## src/rtl/decode_stage_pkg.sv

```systemverilog
// Shared definitions for the RV32I decode stage: opcodes, bubble
// instruction, ALU operation encodings and immediate formats.
package decode_stage_pkg;

  localparam logic [6:0] OPC_LUI    = 7'b0110111;
  localparam logic [6:0] OPC_AUIPC  = 7'b0010111;
  localparam logic [6:0] OPC_JAL    = 7'b1101111;
  localparam logic [6:0] OPC_JALR   = 7'b1100111;
  localparam logic [6:0] OPC_BRANCH = 7'b1100011;
  localparam logic [6:0] OPC_LOAD   = 7'b0000011;
  localparam logic [6:0] OPC_STORE  = 7'b0100011;
  localparam logic [6:0] OPC_OPIMM  = 7'b0010011;
  localparam logic [6:0] OPC_OP     = 7'b0110011;

  localparam logic [31:0] NOP_INSTR_C = 32'h0000_0013;

  localparam logic [3:0] ALU_ADD    = 4'd0;
  localparam logic [3:0] ALU_SUB    = 4'd1;
  localparam logic [3:0] ALU_SLL    = 4'd2;
  localparam logic [3:0] ALU_SLT    = 4'd3;
  localparam logic [3:0] ALU_SLTU   = 4'd4;
  localparam logic [3:0] ALU_XOR    = 4'd5;
  localparam logic [3:0] ALU_SRL    = 4'd6;
  localparam logic [3:0] ALU_SRA    = 4'd7;
  localparam logic [3:0] ALU_OR     = 4'd8;
  localparam logic [3:0] ALU_AND    = 4'd9;
  localparam logic [3:0] ALU_PASS_B = 4'd10;

  typedef enum logic [2:0] {
    IMM_NONE,
    IMM_I,
    IMM_S,
    IMM_B,
    IMM_U,
    IMM_J
  } imm_fmt_e;

  // Immediate format implied by the opcode; R-type and unknown opcodes carry none.
  function automatic imm_fmt_e imm_fmt(input logic [6:0] opc);
    case (opc)
      OPC_JALR, OPC_LOAD, OPC_OPIMM: return IMM_I;
      OPC_STORE:                     return IMM_S;
      OPC_BRANCH:                    return IMM_B;
      OPC_LUI, OPC_AUIPC:            return IMM_U;
      OPC_JAL:                       return IMM_J;
      default:                       return IMM_NONE;
    endcase
  endfunction

endpackage

```

## src/rtl/decode_stage_imm_gen.sv

```systemverilog
// Combinational immediate generator: rebuilds the sign-extended 32-bit
// immediate from the instruction word according to its opcode's format.
module decode_stage_imm_gen
  import decode_stage_pkg::*;
(
  input  logic [31:0]        i_instr,
  output logic signed [31:0] o_imm
);

  // Scatter/gather of the immediate bits per format, sign bit is always instr[31].
  always_comb begin
    o_imm = '0;
    case (imm_fmt(i_instr[6:0]))
      IMM_I:   o_imm = {{20{i_instr[31]}}, i_instr[31:20]};
      IMM_S:   o_imm = {{20{i_instr[31]}}, i_instr[31:25], i_instr[11:7]};
      IMM_B:   o_imm = {{19{i_instr[31]}}, i_instr[31], i_instr[7],
                        i_instr[30:25], i_instr[11:8], 1'b0};
      IMM_U:   o_imm = {i_instr[31:12], 12'b0};
      IMM_J:   o_imm = {{11{i_instr[31]}}, i_instr[31], i_instr[19:12],
                        i_instr[20], i_instr[30:21], 1'b0};
      default: o_imm = '0;
    endcase
  end

endmodule

```

## src/rtl/decode_stage.sv

```systemverilog
// RV32I decode stage: control decode, register-file read, load-use hazard
// detection and the ID/EX pipeline register.
// Optional build macro DECODE_WB_BYPASS_EN forwards the writeback port onto
// the source operands for register files without write-before-read.
module decode_stage
  import decode_stage_pkg::*;
#(
  parameter logic [31:0] NOP_INSTR  = NOP_INSTR_C,
  parameter logic [31:0] INITIAL_PC = 32'h0000_1000
) (
  input  logic        clk,
  input  logic        reset,
  input  logic [31:0] dst_in_instr,
  input  logic [31:0] dst_in_pc,
  input  logic [31:0] dst_in_pc_next,
  input  logic        dst_in_flush,
  input  logic [4:0]  dst_in_ex_rd,
  input  logic        dst_in_ex_mem_read,
  output logic [4:0]  dst_out_rs1_addr,
  output logic [4:0]  dst_out_rs2_addr,
  input  logic [31:0] dst_in_rs1_data,
  input  logic [31:0] dst_in_rs2_data,
  input  logic        dst_in_wb_we,
  input  logic [4:0]  dst_in_wb_rd,
  input  logic [31:0] dst_in_wb_data,
  output logic        dst_out_stall,
  output logic [31:0] dst_out_instr,
  output logic [31:0] dst_out_pc,
  output logic [31:0] dst_out_pc_next,
  output logic [31:0] dst_out_rs1_data,
  output logic [31:0] dst_out_rs2_data,
  output logic [31:0] dst_out_imm,
  output logic [4:0]  dst_out_rd,
  output logic [2:0]  dst_out_funct3,
  output logic [3:0]  dst_out_alu_op,
  output logic        dst_out_reg_write,
  output logic        dst_out_mem_read,
  output logic        dst_out_mem_write,
  output logic        dst_out_branch,
  output logic        dst_out_jump,
  output logic        dst_out_alu_src_imm,
  output logic        dst_out_illegal
);

  // ALU operation for OP / OP-IMM; only OP has SUB, both have SRA via instr[30].
  function automatic logic [3:0] alu_dec(input logic [2:0] f3, input logic b30,
                                         input logic is_op);
    case (f3)
      3'd0:    return (is_op && b30) ? ALU_SUB : ALU_ADD;
      3'd1:    return ALU_SLL;
      3'd2:    return ALU_SLT;
      3'd3:    return ALU_SLTU;
      3'd4:    return ALU_XOR;
      3'd5:    return b30 ? ALU_SRA : ALU_SRL;
      3'd6:    return ALU_OR;
      default: return ALU_AND;
    endcase
  endfunction

  logic [6:0]         w_opc;
  logic [4:0]         w_rs1, w_rs2, w_rd;
  logic [2:0]         w_funct3;
  logic signed [31:0] w_imm;
  logic [31:0]        w_rs1_data, w_rs2_data;
  logic               w_legal, w_use_rs1, w_use_rs2, w_rw, w_mr, w_mw;
  logic               w_br, w_jp, w_ai;
  logic [3:0]         w_alu;
  logic               w_stall, w_bubble;

  assign w_opc    = dst_in_instr[6:0];
  assign w_rd     = dst_in_instr[11:7];
  assign w_funct3 = dst_in_instr[14:12];
  assign w_rs1    = dst_in_instr[19:15];
  assign w_rs2    = dst_in_instr[24:20];

  assign dst_out_rs1_addr = w_rs1;
  assign dst_out_rs2_addr = w_rs2;

  decode_stage_imm_gen u_imm_gen (
    .i_instr (dst_in_instr),
    .o_imm   (w_imm)
  );

  // Control decode and source-register usage per opcode.
  always_comb begin
    w_legal = 1'b0; w_use_rs1 = 1'b0; w_use_rs2 = 1'b0;
    w_rw = 1'b0; w_mr = 1'b0; w_mw = 1'b0; w_br = 1'b0; w_jp = 1'b0;
    w_ai = 1'b0; w_alu = ALU_ADD;
    case (w_opc)
      OPC_LUI:    begin w_legal = 1'b1; w_rw = 1'b1; w_ai = 1'b1; w_alu = ALU_PASS_B; end
      OPC_AUIPC:  begin w_legal = 1'b1; w_rw = 1'b1; w_ai = 1'b1; end
      OPC_JAL:    begin w_legal = 1'b1; w_rw = 1'b1; w_jp = 1'b1; w_ai = 1'b1; end
      OPC_JALR:   begin w_legal = 1'b1; w_rw = 1'b1; w_jp = 1'b1; w_ai = 1'b1;
                        w_use_rs1 = 1'b1; end
      OPC_BRANCH: begin w_legal = 1'b1; w_br = 1'b1; w_use_rs1 = 1'b1;
                        w_use_rs2 = 1'b1; w_alu = ALU_SUB; end
      OPC_LOAD:   begin w_legal = 1'b1; w_rw = 1'b1; w_mr = 1'b1; w_ai = 1'b1;
                        w_use_rs1 = 1'b1; end
      OPC_STORE:  begin w_legal = 1'b1; w_mw = 1'b1; w_ai = 1'b1;
                        w_use_rs1 = 1'b1; w_use_rs2 = 1'b1; end
      OPC_OPIMM:  begin w_legal = 1'b1; w_rw = 1'b1; w_ai = 1'b1; w_use_rs1 = 1'b1;
                        w_alu = alu_dec(w_funct3, dst_in_instr[30], 1'b0); end
      OPC_OP:     begin w_legal = 1'b1; w_rw = 1'b1; w_use_rs1 = 1'b1; w_use_rs2 = 1'b1;
                        w_alu = alu_dec(w_funct3, dst_in_instr[30], 1'b1); end
      default:    ;
    endcase
  end

  // A flush squashes the instruction anyway, so it masks the stall request.
  assign w_stall = dst_in_ex_mem_read && (dst_in_ex_rd != 5'd0) && !dst_in_flush &&
                   ((w_use_rs1 && dst_in_ex_rd == w_rs1) ||
                    (w_use_rs2 && dst_in_ex_rd == w_rs2));
  assign dst_out_stall = w_stall;
  assign w_bubble      = dst_in_flush || w_stall;

`ifdef DECODE_WB_BYPASS_EN
  // Source operands: x0 reads zero, a same-cycle writeback overrides the file.
  always_comb begin
    w_rs1_data = dst_in_rs1_data;
    w_rs2_data = dst_in_rs2_data;
    if (dst_in_wb_we && dst_in_wb_rd != 5'd0 && dst_in_wb_rd == w_rs1)
      w_rs1_data = dst_in_wb_data;
    if (dst_in_wb_we && dst_in_wb_rd != 5'd0 && dst_in_wb_rd == w_rs2)
      w_rs2_data = dst_in_wb_data;
    if (w_rs1 == 5'd0) w_rs1_data = '0;
    if (w_rs2 == 5'd0) w_rs2_data = '0;
  end
`else
  logic w_unused_wb;
  assign w_unused_wb = ^{dst_in_wb_we, dst_in_wb_rd, dst_in_wb_data};

  // Source operands: x0 reads zero, otherwise register-file data as-is.
  always_comb begin
    w_rs1_data = (w_rs1 == 5'd0) ? '0 : dst_in_rs1_data;
    w_rs2_data = (w_rs2 == 5'd0) ? '0 : dst_in_rs2_data;
  end
`endif

  // ---- ID/EX register boundary: reset > bubble (flush/stall) > decoded ----
  always_ff @(posedge clk or posedge reset) begin
    if (reset) begin
      dst_out_instr <= NOP_INSTR;          dst_out_pc <= INITIAL_PC;
      dst_out_pc_next <= INITIAL_PC + 32'd4;
      dst_out_rs1_data <= '0; dst_out_rs2_data <= '0; dst_out_imm <= '0;
      dst_out_rd <= '0; dst_out_funct3 <= '0; dst_out_alu_op <= ALU_ADD;
      dst_out_reg_write <= 1'b0; dst_out_mem_read <= 1'b0; dst_out_mem_write <= 1'b0;
      dst_out_branch <= 1'b0; dst_out_jump <= 1'b0; dst_out_alu_src_imm <= 1'b0;
      dst_out_illegal <= 1'b0;
    end else if (w_bubble) begin
      dst_out_instr <= NOP_INSTR;          dst_out_pc <= dst_in_pc;
      dst_out_pc_next <= dst_in_pc_next;
      dst_out_rs1_data <= '0; dst_out_rs2_data <= '0; dst_out_imm <= '0;
      dst_out_rd <= '0; dst_out_funct3 <= '0; dst_out_alu_op <= ALU_ADD;
      dst_out_reg_write <= 1'b0; dst_out_mem_read <= 1'b0; dst_out_mem_write <= 1'b0;
      dst_out_branch <= 1'b0; dst_out_jump <= 1'b0; dst_out_alu_src_imm <= 1'b0;
      dst_out_illegal <= 1'b0;
    end else begin
      dst_out_instr <= dst_in_instr;       dst_out_pc <= dst_in_pc;
      dst_out_pc_next <= dst_in_pc_next;
      dst_out_rs1_data <= w_rs1_data; dst_out_rs2_data <= w_rs2_data;
      dst_out_imm <= w_imm; dst_out_rd <= w_rd; dst_out_funct3 <= w_funct3;
      dst_out_alu_op <= w_alu;
      dst_out_reg_write <= w_rw && (w_rd != 5'd0);
      dst_out_mem_read <= w_mr; dst_out_mem_write <= w_mw;
      dst_out_branch <= w_br; dst_out_jump <= w_jp; dst_out_alu_src_imm <= w_ai;
      dst_out_illegal <= !w_legal;
    end
  end

endmodule

```

## config.mk

```make
export PLATFORM = sky130hd
export DESIGN_NAME = decode_stage
export DESIGN_NICKNAME = d
export VERILOG_FILES = /design/src/rtl/decode_stage_pkg.sv /design/src/rtl/decode_stage_imm_gen.sv /design/src/rtl/decode_stage.sv
export SDC_FILE = /design/constraint.sdc
export NUM_CORES = 1
export LEC_CHECK = 0
export BUFFER_PORTS_ARGS = -buffer_cell sky130_fd_sc_hd__buf_2
export CORE_AREA = 2 2 166 168
export DETAILED_ROUTE_END_ITERATION = 16
export DIE_AREA = 0 0 168 170
export PLACE_DENSITY_LB_ADDON = 0.2
export SKIP_LAST_GASP = 1
export SLEW_MARGIN = 20
export SYNTH_ARGS = -nofsm -noshare
export SYNTH_HDL_FRONTEND = slang
export SYNTH_SLANG_ARGS = --single-unit
```

## constraint.sdc

```tcl
create_clock -name clk -period 13.5 [get_ports clk]
set_clock_uncertainty 0.1 [all_clocks]
set_input_delay 0 -clock clk [delete_from_list [all_inputs] [get_ports clk]]
set_output_delay 0 -clock clk [all_outputs]
set_load 0.02 [all_outputs]
```

### After elaboration in Yosys (flattened, before gate mapping)

Cells that the tools add are included.

* register bits: 211
* latch bits: 0
* RAM bits: 0
* ROM bits: 0
* bits of input ports: 207
* output and inout port bits: 222
* logic and storage cells: 93
* memories kept: 0

* $add $sub $neg: 0
* multipliers: 0
* divide/modulo/power cells: 0
* magnitude comparators: 0
* equality and inequality tests: 22
* shift-type cells: 0
* muxes and demuxes: 32
* bitwise logic cells: 0
* reductions and logical operators: 23

Operators by type and width (number)
* two-way mux 32 bit: 6
* case mux 32 bit (5 select lines): 1
* case mux 4 bit (7 select lines): 2
* == test 7 x 6 -> 1 bit (second input constant): 3
* == test 7 bit (second input constant): 3
* two-way mux 1 bit: 18
* case mux 4 bit (4 select lines): 1
* == test 3 bit (second input constant): 5
* case mux 3 bit (5 select lines): 1
* == test 7 x 5 -> 1 bit (second input constant): 2
* OR reduction 7 bit: 2
* == test 3 x 2 -> 1 bit (second input constant): 4
* == test 5 bit: 2
* zero test 5 bit: 2
* nonzero test 5 bit: 2
* OR reduction 9 bit: 1
* == test 7 x 2 -> 1 bit (second input constant): 1
* == test 3 x 1 -> 1 bit (second input constant): 2
* logical AND 1 bit: 6
* OR reduction 3 bit: 2
* OR reduction 6 bit: 1
* two-way mux 5 bit: 1
* two-way mux 4 bit: 1
* OR reduction 2 bit: 2
* 4 further kinds: 6

### Logic depth before layout (Yosys ltp)

Gate-level depths: netlist (run 1).

* depth after elaboration: 8
* gate-level depth with buffers: 8
* mapped depth without buffers: 5

### Hierarchy

A second synthesis (run 1) with hierarchy kept.

* cell total of the unflattened synthesis: 546
* area, all modules: 7477.2 µm²

By module, submodules not included
* decode_stage: instances 1, cells each 470, area each 6986.7 µm², sequential area each 5087.4 µm²
* decode_stage_imm_gen: instances 1, cells each 76, area each 490.5 µm², sequential area each 0.0 µm²

### Worst setup path after synthesis (run 1)

OpenSTA, ideal clock, no wires.

* path type: input-to-reg
* start point: in dst_in_instr[3]
* end point: reg dst_out_imm[28]
* library setup time: 0.134 ns
* data arrival time: 1.398 ns
* data required time: 13.266 ns
* path slack: 11.867 ns
* stages: 7
* path buffers: 2
* path through: nand3b_1 -> or4_1 -> o22a_1 -> o21bai_2 -> buf_4 -> buf_2 -> nor3_1

* word-level cells in the longest chain between the ends: 8
* elaborated cells between the ends (all ways): 28
* those cells by class: eq/ne: 14; mux: 5; reduce/logical: 9

Ends and longest elaborated chain
* start, declared: RTL line decode_stage.sv:13 `input logic [31:0] dst_in_instr,`
* branches (longest 7 deep; another with case mux 32 bit (5 select lines))
* two-way mux 32 bit (*): RTL line decode_stage.sv:149 `end else if (w_bubble) begin`
* end signal, assigned: RTL line decode_stage.sv:161 `dst_out_imm <= w_imm; dst_out_rd <= w_rd; dst_out_funct3 <= w_funct3;`
* end, declared: RTL line decode_stage.sv:32 `output logic [31:0] dst_out_imm,`

Mark *: on every way between the ends.

### Worst setup path after layout (run 1)

* start point: in dst_in_instr[3]
* end point: reg dst_out_alu_op[3]

* word-level cells in the longest chain between the ends: 8
* elaborated cells between the ends (all ways): 18
* those cells by class: eq/ne: 7; mux: 4; reduce/logical: 7

Ends and longest elaborated chain
* == test 7 x 6 -> 1 bit, or another cell as far along: RTL line decode_stage.sv:89 `case (w_opc)`
* OR reduction 6 bit (no source line) / OR reduction 3 bit (equally long branches)
* two-way mux 1 bit: RTL line decode_stage.sv:89
* logical AND 1 bit, on equally long branches: RTL line decode_stage.sv:111, decode_stage.sv:112
* logical OR 1 bit: RTL line decode_stage.sv:111 `((w_use_rs1 && dst_in_ex_rd == w_rs1) ||`
* logical AND 1 bit: RTL line decode_stage.sv:110 `assign w_stall = dst_in_ex_mem_read && (dst_in_ex_rd != 5'd0) && !dst_in_flush &&`
* logical OR 1 bit: RTL line decode_stage.sv:114 `assign w_bubble = dst_in_flush || w_stall;`
* two-way mux 4 bit (*): RTL line decode_stage.sv:149
* end signal, assigned: RTL line decode_stage.sv:162 `dst_out_alu_op <= w_alu;`
* end, declared: RTL line decode_stage.sv:35 `output logic [3:0] dst_out_alu_op,`

Every way passes the cells marked *; elsewhere a longest branch is shown, timed or not.

==> impl_table.tex, run 1 <==
\begin{tabular}{lr}
\hline
Metric & Value \\
\hline
\multicolumn{2}{l}{\textbf{Route}} \\
\quad Total length of routed wires & 25.1 mm \\
\quad Number of DRC markers in iteration 0 & 289 \\
\quad Length of the first detailed-routing pass in iterations & 6 \\
\quad Routed Antenna Nets & 0 \\
\quad Total DRC errors in the routed layout & 0 \\
\quad Via count & $\sim$6300 \\
\quad Post-detailed-route wirelength per cell & about 17 µm \\
\quad Via density & 4.21 \\
\multicolumn{2}{l}{\textbf{Placed design}} \\
\quad RePlAce Congestion & 0.787 \\
\quad HPWL after detailed placement & 17.0 mm \\
\quad Number of port buffers & 390 \\
\quad Setup slack at placement & $\sim$11000 ps \\
\multicolumn{2}{l}{\textbf{Clock tree}} \\
\quad Post-CTS setup-driven buffer insertion count & 0 \\
\quad Number of sinks on the clock net & 203 \\
\quad CTS Buffer Depth & 3 \\
\quad Clock input transition at the sequential cells of the worst setup and hold paths & approximately 60 ps \\
\quad Number of H-tree levels & 1 \\
\quad TritonCTS clock tree & built \\
\quad Cell chosen for the clock root & clkbuf\_16 \\
\quad Clock buffer count from CTS & 24 \\
\multicolumn{2}{l}{\textbf{Yosys}} \\
\quad Post-Synthesis Net Count & $\sim$800 \\
\quad Syn Inst Count & 605 \\
\quad Unique cell type count in the Yosys netlist & between 40 and 50 \\
\quad Share of synthesized area occupied by flip-flops and latches & 72.3\% \\
\quad Cell types with the largest area share after synthesis & dfrtp\_1 (70\%), nor2\_1 (5.7\%), nand2\_1 (4.1\%) \\
\quad Post-synth design cell area & 7030 µm² \\
\quad Number of synthesized flops with an enable pin & 0 \\
\quad Number of synthesized register bits & between 200 and 250 \\
\quad Top-area cell type share of the netlist area & a little over two thirds \\
\quad Most instantiated flip-flop cell in the synthesis netlist & dfrtp\_1 \\
\quad Cell type contributing the most total cell area after synthesis & dfrtp\_1 \\
\quad Avg Cell Area, Syn & $\sim$12 µm² \\
\quad Synth Warn \# & 0 \\
\quad Fraction of registers with async set/reset & 100\% \\
\multicolumn{2}{l}{\textbf{Die}} \\
\quad Standard cell core area & 26700 µm² \\
\quad Initial Utilization & 26.4\% \\
\quad Number of top-level design ports & 429 \\
\quad Total number of placement rows & 60 \\
\quad Area enclosed by the die boundary & roughly 29000 µm² \\
\quad Die extent in x & 168 µm \\
\quad Vertical extent of the die & between 150 and 200 µm \\
\multicolumn{2}{l}{\textbf{Min path}} \\
\quad Tightest Hold Check Type & in -> async \\
\multicolumn{2}{l}{\textbf{Worst setup path}} \\
\quad Sort of element at the start of the critical path & primary input \\
\quad Data arrival time of the critical path & 3320 ps \\
\quad Setup CP Type & in -> reg \\
\quad Maximum fanout along the worst path & 90 \\
\quad Data required time at the worst endpoint & 13790 ps \\
\quad Element type at the critical path end & register \\
\multicolumn{2}{l}{\textbf{Timing}} \\
\quad Post-route fraction of the period consumed by the critical path & 22.5\% \\
\quad Final critical delay including setup and external delays & 3030 ps \\
\quad Final worst slack & $\sim$10000 ps \\
\quad Final setup vio count & 0 \\
\quad RSZ-0062 raised after global routing & false \\
\quad Final Slew Violations & 0 \\
\quad Sum of negative setup slack & 0 ps \\
\quad Max-slew headroom & 26.8\% \\
\quad Worst slew pin tran & about 1100 ps \\
\quad Maximum clock frequency & 0.330 GHz \\
\quad Fin. Hold Viols & 0 \\
\multicolumn{2}{l}{\textbf{Global routing}} \\
\quad Number of global-route vias before repair & 6479 \\
\quad Initial antenna violation count & 0 \\
\quad Total routing usage reported by global routing & 17.0\% \\
\quad GRT Residual Overflow & 0 \\
\quad Global-route wire length before repair & 37.9 mm \\
\quad Largest net degree at the start of global routing & 91 \\
\multicolumn{2}{l}{\textbf{Run status}} \\
\quad Outcome & complete, no violations \\
\multicolumn{2}{l}{\textbf{Flow run}} \\
\quad Max\_cap viols & 0 \\
\multicolumn{2}{l}{\textbf{Finish}} \\
\quad Count of inserted antenna diode cells & 0 \\
\quad Final nets & 1344 \\
\quad Area Growth Syn to Fin & 64.9\% \\
\quad Layout cells sized above 1 & 38.8\% \\
\multicolumn{2}{l}{\textbf{Power and ir drop}} \\
\quad Pwr/cell area & $\sim$130 nW/µm² \\
\quad VDD IR-drop max & 0.0000731 V \\
\quad Internal power summed over all cells & 0.00110 W \\
\quad Clock group share of total power & 43.3\% \\
\quad Switching component of the power & 0.000366 W \\
\quad Sequential group share of total power & 43.7\% \\
\quad Leakage & 6.21 nW \\
\quad Switching part of the total & 24.9\% \\
\quad Combinational fraction of design power & 13.0\% \\
\hline
\end{tabular}
[synth_stat cells, drive strengths merged, types with 2 or more instances]
cell    count
xor2        6
xnor2       4
or2         4
dfstp       6
nor3b       2
a21boi      2
and3        3
o211a       2
a21oi      28
o211ai      2
o21ai       6
clkbuf     16
or4         3
buf        38
nand2      76
inv        30
nand4       3
a22oi       5
nand3       7
dfrtp     197
nand4b      2
nor2      107
nor4        2
nor3       34
a211oi      2
[worst max-delay path, cell delays in order]
cell and delay [ps]:
dlygate4sd3_1 530, buf_2 190, nand3b_1 200, or4_1 530, o22a_1 240, o21bai_4 120
buf_4 720, a21oi_1 70, dlygate4sd3_1 600
[worst max path at each step]
stage | from | endpoint
detailed placement | dst_in_instr[3] | dst_out_imm[18]
global route | dst_in_instr[3] | dst_out_alu_op[3]
CTS | dst_in_instr[3] | dst_out_alu_op[3]
global placement | dst_in_instr[3] | dst_out_imm[12]
finish | dst_in_instr[3] | dst_out_alu_op[3]
floorplan | reset | dst_out_alu_op[0]
[power by group through the flow]
stage,combinational [W],clock [W],sequential [W]
5_1_grt,0.000208,0.000680,0.000643
6_report,0.000191,0.000635,0.000641
3_3_place_gp,0.000154,0,0.000651
3_5_place_dp,0.000155,0,0.000651
4_1_cts,0.000193,0.000659,0.000641
2_1_floorplan,0.0000487,0,0.000687
[routing by layer]
layer  up-vias  track usage [%]  wire length [µm]
li1       2983                -                 -
met1      3001             20.5              9960
met2       266             29.3             12300
met3        43             4.98              1980
met4         0             5.60               887
met5         -                0                 0
[cell families after synthesis]
family	Yosys count	share of synthesized area (%)
AND/OR/NAND/NOR	252	15.5
flip-flops	203	72.3
buffers and inverters	84	5.92
AO/OA/AOI/OAI	56	4.96
XOR/XNOR	10	1.25
[cell usage in the layout (no fill, tap or decap), types with 24 or more instances in the layout]
cell	instances
buf_2	390
dlygate4sd3_1	164
inv_1	29
nand2_1	76
clkbuf_16	24
dfrtp_1	197
nor2_1	107
nor3_1	34
a21oi_1	28
[state kept, by name, summed over array words and instances (netlist names)]
| name | flops |
|---|---|
| dst_out_illegal | 1 |
| dst_out_branch | 1 |
| dst_out_rs2_data | 32 |
| dst_out_imm | 32 |
| dst_out_funct3 | 2 |
| dst_out_instr | 26 |
| dst_out_pc_next | 32 |
| dst_out_jump | 1 |
| dst_out_mem_read | 1 |
| dst_out_pc | 32 |
| dst_out_rs1_data | 32 |
| dst_out_alu_op | 4 |
| dst_out_rd | 4 |
| dst_out_mem_write | 1 |
| dst_out_reg_write | 1 |
| dst_out_alu_src_imm | 1 |
[timing repair]
item / in CTS / in global routing
resized for setup: 0 / 0
hold endpoints to repair: 286 / 0
hold buffers: 164 / 0
endpoints found under the setup margin: 0 / 0
[final cells by class]
| cell class | count | area [µm²] |
|---|---|---|
| Clock inverter | 9 | 109 |
| Multi-Input combinational cell | 318 | 1540 |
| Tap cell | 341 | 427 |
| Clock buffer | 33 | 674 |
| Sequential cell | 203 | 5090 |
| Inverter | 30 | 120 |
| Timing Repair Buffer | 560 | 3640 |
| Fill cell | 2498 | 15100 |
[through the flow]
stage,cells,hold slack [ps],total power (W),area [µm²],util [%]
after global placement,1288,6.08,0.000805,9170,34.4
after global routing,1494,8.21,0.00153,11600,43.5
after CTS,1494,0.489,0.00149,11600,43.5
after detailed placement,1288,6.23,0.000806,9170,34.4
final,1494,11.6,0.00147,11600,43.5
after floorplan,605,-95.5,0.000736,7030,-
Note: power is estimated with default switching activity, not from simulation.
==> run 2: changes to the inputs <==
--- a/config.mk
+++ b/config.mk
@@ -5,10 +5,11 @@
 export SDC_FILE = /design/constraint.sdc
 export NUM_CORES = 1
 export LEC_CHECK = 0
+export ABC_AREA = 1
 export BUFFER_PORTS_ARGS = -buffer_cell sky130_fd_sc_hd__buf_2
-export CORE_AREA = 2 2 166 168
+export CORE_AREA = 2 2 168 170
 export DETAILED_ROUTE_END_ITERATION = 16
-export DIE_AREA = 0 0 168 170
+export DIE_AREA = 0 0 170 172
 export PLACE_DENSITY_LB_ADDON = 0.2
 export SKIP_LAST_GASP = 1
 export SLEW_MARGIN = 20
==> constraint.sdc (replaced) <==
create_clock -name clk -period 3 [get_ports clk]
set_clock_uncertainty 0.1 [all_clocks]
set_input_delay 0 -clock clk [delete_from_list [all_inputs] [get_ports clk]]
set_output_delay 0 -clock clk [all_outputs]
set_load 0.02 [all_outputs]
==> impl_table.tex, run 2 <==
\begin{tabular}{lr}
\hline
Metric & Value \\
\hline
\multicolumn{2}{l}{\textbf{Yosys}} \\
\quad Share of synthesized area occupied by flip-flops and latches & 70.3\% \\
\quad Post-synth design cell area & 7230 µm² \\
\quad Synth Warn \# & 0 \\
\quad Unique cell type count in the Yosys netlist & 28 \\
\quad Top-area cell type share of the netlist area & 68.2\% \\
\quad Syn Inst Count & 652 \\
\quad Cell types with the largest area share after synthesis & dfrtp\_1 (68\%), nor2\_1 (6.7\%), nand2\_1 (4.9\%) \\
\quad Most frequent cells after synthesis & dfrtp\_1 (197), nor2\_1 (130), nand2\_1 (95) \\
\quad Most common cell in the synthesized netlist & dfrtp\_1 \\
\quad Most instantiated flip-flop cell in the synthesis netlist & dfrtp\_1 \\
\quad Post-Synthesis Net Count & roughly 860 \\
\quad Cell type contributing the most total cell area after synthesis & dfrtp\_1 \\
\quad Avg Cell Area, Syn & 11.1 µm² \\
\quad Number of synthesized register bits & 203 \\
\quad Number of synthesized flops with an enable pin & 0 \\
\quad Fraction of registers with async set/reset & 100\% \\
\multicolumn{2}{l}{\textbf{Worst setup path}} \\
\quad Crit-path max cell delay & 560 ps \\
\quad Element type at the critical path end & register \\
\quad CP Cell Sequence & dlygate4sd3\_1, buf\_2, nand2\_1, nor3\_1, nand2\_1, nand2\_1, nor2\_1, nand2\_1, o22ai\_1, dlygate4sd3\_1, nor2\_1 \\
\quad Setup CP Type & in -> reg \\
\quad Critical path buffers and inverters & 3 \\
\quad Data arrival time of the critical path & roughly 2400 ps \\
\quad Maximum fanout along the worst path & 13 \\
\quad Most common cell type on the critical path & nand2\_1 \\
\quad Critical path's top delay family & buffers and inverters \\
\quad Data required time at the worst endpoint & 3260 ps \\
\quad Sort of element at the start of the critical path & primary input \\
\quad Master of the slowest instance on the critical path & dlygate4sd3\_1 \\
\multicolumn{2}{l}{\textbf{Global routing}} \\
\quad Initial antenna violation count & 0 \\
\quad GRT Residual Overflow & 0 \\
\quad Global-route wire length before repair & slightly below 40 mm \\
\quad Total routing usage reported by global routing & 17.7\% \\
\quad Number of global-route vias before repair & 6582 \\
\quad Largest net degree at the start of global routing & between 100 and 150 \\
\multicolumn{2}{l}{\textbf{Finish}} \\
\quad Area Growth Syn to Fin & 64.8\% \\
\quad Number of filler instances in the final layout & roughly 2700 \\
\quad Layout cells sized above 1 & 41.8\% \\
\quad Count of inserted antenna diode cells & 0 \\
\quad Most frequent standard cell in the layout excluding fill and tap cells & buf\_2 \\
\quad Highest-count cells in the layout ignoring fill and taps & buf\_2 (390), dfrtp\_1 (197), dlygate4sd3\_1 (163) \\
\quad Final nets & 1405 \\
\multicolumn{2}{l}{\textbf{Clock tree}} \\
\quad Clock input transition at the sequential cells of the worst setup and hold paths & 60 ps \\
\quad TritonCTS clock tree & built \\
\quad Number of instances resized during post-cts repair & 0 \\
\quad Number of H-tree levels & 1 \\
\quad Post-CTS setup-driven buffer insertion count & 0 \\
\quad CTS Buffer Depth & 3 \\
\quad Number of sinks on the clock net & 203 \\
\quad Clock buffer count from CTS & 24 \\
\quad Cell chosen for the clock root & clkbuf\_16 \\
\multicolumn{2}{l}{\textbf{Power and ir drop}} \\
\quad Sum of internal, switching and leakage power & 0.00676 W \\
\quad VDD IR-drop max & 0.000310 V \\
\quad Pwr/cell area & 567 nW/µm² \\
\quad Leakage & 6.42 nW \\
\multicolumn{2}{l}{\textbf{Die}} \\
\quad Area enclosed by the die boundary & 29200 µm² \\
\quad Vertical extent of the die & 172 µm \\
\quad Initial Utilization & 26.3\% \\
\quad Total number of placement rows & 61 \\
\quad Number of top-level design ports & between 400 and 500 \\
\quad Standard cell core area & between 20000 and 30000 µm² \\
\quad Die extent in x & 170 µm \\
\multicolumn{2}{l}{\textbf{Route}} \\
\quad Total length of routed wires & 27.0 mm \\
\quad Via count & 6495 \\
\quad Via density & 4.16 \\
\quad Post-detailed-route wirelength per cell & between 15 and 20 µm \\
\quad Length of the first detailed-routing pass in iterations & 4 \\
\quad Number of DRC markers in iteration 0 & around 280 \\
\quad Routed Antenna Nets & 0 \\
\quad Total DRC errors in the routed layout & 0 \\
\multicolumn{2}{l}{\textbf{Placed design}} \\
\quad RePlAce Congestion & $\sim$0.8 \\
\quad Number of port buffers & between 300 and 400 \\
\quad HPWL after detailed placement & about 19 mm \\
\multicolumn{2}{l}{\textbf{Timing}} \\
\quad Final setup vio count & 0 \\
\quad Post-route fraction of the period consumed by the critical path & 71.8\% \\
\quad Maximum clock frequency & 0.464 GHz \\
\quad Final Slew Violations & 0 \\
\quad Worst slew pin tran & 804 ps \\
\quad Max-slew headroom & 46.4\% \\
\quad Final critical delay including setup and external delays & $\sim$2200 ps \\
\quad Fin. Hold Viols & 0 \\
\quad RSZ-0062 raised after global routing & false \\
\quad Sum of negative setup slack & 0 ps \\
\multicolumn{2}{l}{\textbf{Run status}} \\
\quad Outcome & complete, no violations \\
\multicolumn{2}{l}{\textbf{Min path}} \\
\quad Tightest Hold Check Type & in -> reg \\
\quad Endpoint, Worst Hold & dst\_out\_pc[13] \\
\quad HP Start & dst\_in\_pc[13] \\
\quad Min-Delay Path Depth & 2 \\
\multicolumn{2}{l}{\textbf{Flow run}} \\
\quad Max\_cap viols & 0 \\
\hline
\end{tabular}
run 2: area by class of cell:
| class | instances | area (µm²) | area share, % |
|---|---|---|---|
| Timing Repair Buffer | 564 | 3700 | 31.1 |
| Clock buffer | 34 | 719 | 6.04 |
| Multi-Input combinational cell | 357 | 1690 | 14.2 |
| Clock inverter | 10 | 104 | 0.871 |
| Tap cell | 346 | 433 | 3.63 |
| Sequential cell | 203 | 5090 | 42.7 |
| Inverter | 48 | 184 | 1.54 |
run 2: kinds of logic after synthesis:
| group | count (synthesis) | share of synthesized area (%) |
|---|---|---|
| AOI/OAI and AO/OA | 45 | 3.89 |
| xor gates and xnor gates | 8 | 0.969 |
| buffers and inverters | 92 | 6.49 |
| DFF | 203 | 70.3 |
| and+or+nand+nor | 304 | 18.3 |
run 2: worst max-delay path by stage:
stage / slack, ps / endpoint / start / depth (start not counted)
2_1_floorplan: 270 / dst_out_alu_op[0] / reset / 1
3_3_place_gp: 850 / dst_out_rs1_data[4] / dst_in_instr[2] / 12
3_5_place_dp: 830 / dst_out_rs1_data[4] / dst_in_instr[2] / 12
4_1_cts: 810 / dst_out_rs1_data[4] / dst_in_instr[2] / 13
5_1_grt: 610 / dst_out_rs1_data[4] / dst_in_instr[2] / 13
6_report: 850 / dst_out_reg_write / dst_in_instr[1] / 11
run 2: what timing repair did:
action / 4_1_cts / 5_1_grt
hold buffers: 163 / 0
endpoints found under the hold margin: 397 / 0
setup endpoints to repair: 0 / 0
run 2: metal layers:
metal	track usage, %	vias up	wire length [µm]
met5	0	-	0
met4	6.32	0	908
met3	5.54	47	2390
met2	32.1	262	13600
met1	19.6	3089	10100
li1	-	3097	-
run 2: power by group:
| group | internal (W) | switching [W] |
|---|---|---|
| combinational | 0.000376 | 0.000524 |
| clock | 0.00184 | 0.00113 |
| sequential | 0.00286 | 0.0000309 |
run 2: through the flow:
| stage | setup WS, ps | hold WS [ps] | area, µm² | util [%] | cells |
|---|---|---|---|---|---|
| final | 846 | 34.5 | 11900 | 43.4 | 1562 |
| after global routing | 614 | 35.2 | 11900 | 43.4 | 1562 |
| after CTS | 811 | 8.80 | 11900 | 43.4 | 1562 |
| after detailed placement | 828 | 9.31 | 9470 | 34.4 | 1355 |
| after global placement | 854 | 6.69 | 9470 | 34.4 | 1355 |
| after floorplan | 275 | -95.5 | 7240 | - | 652 |
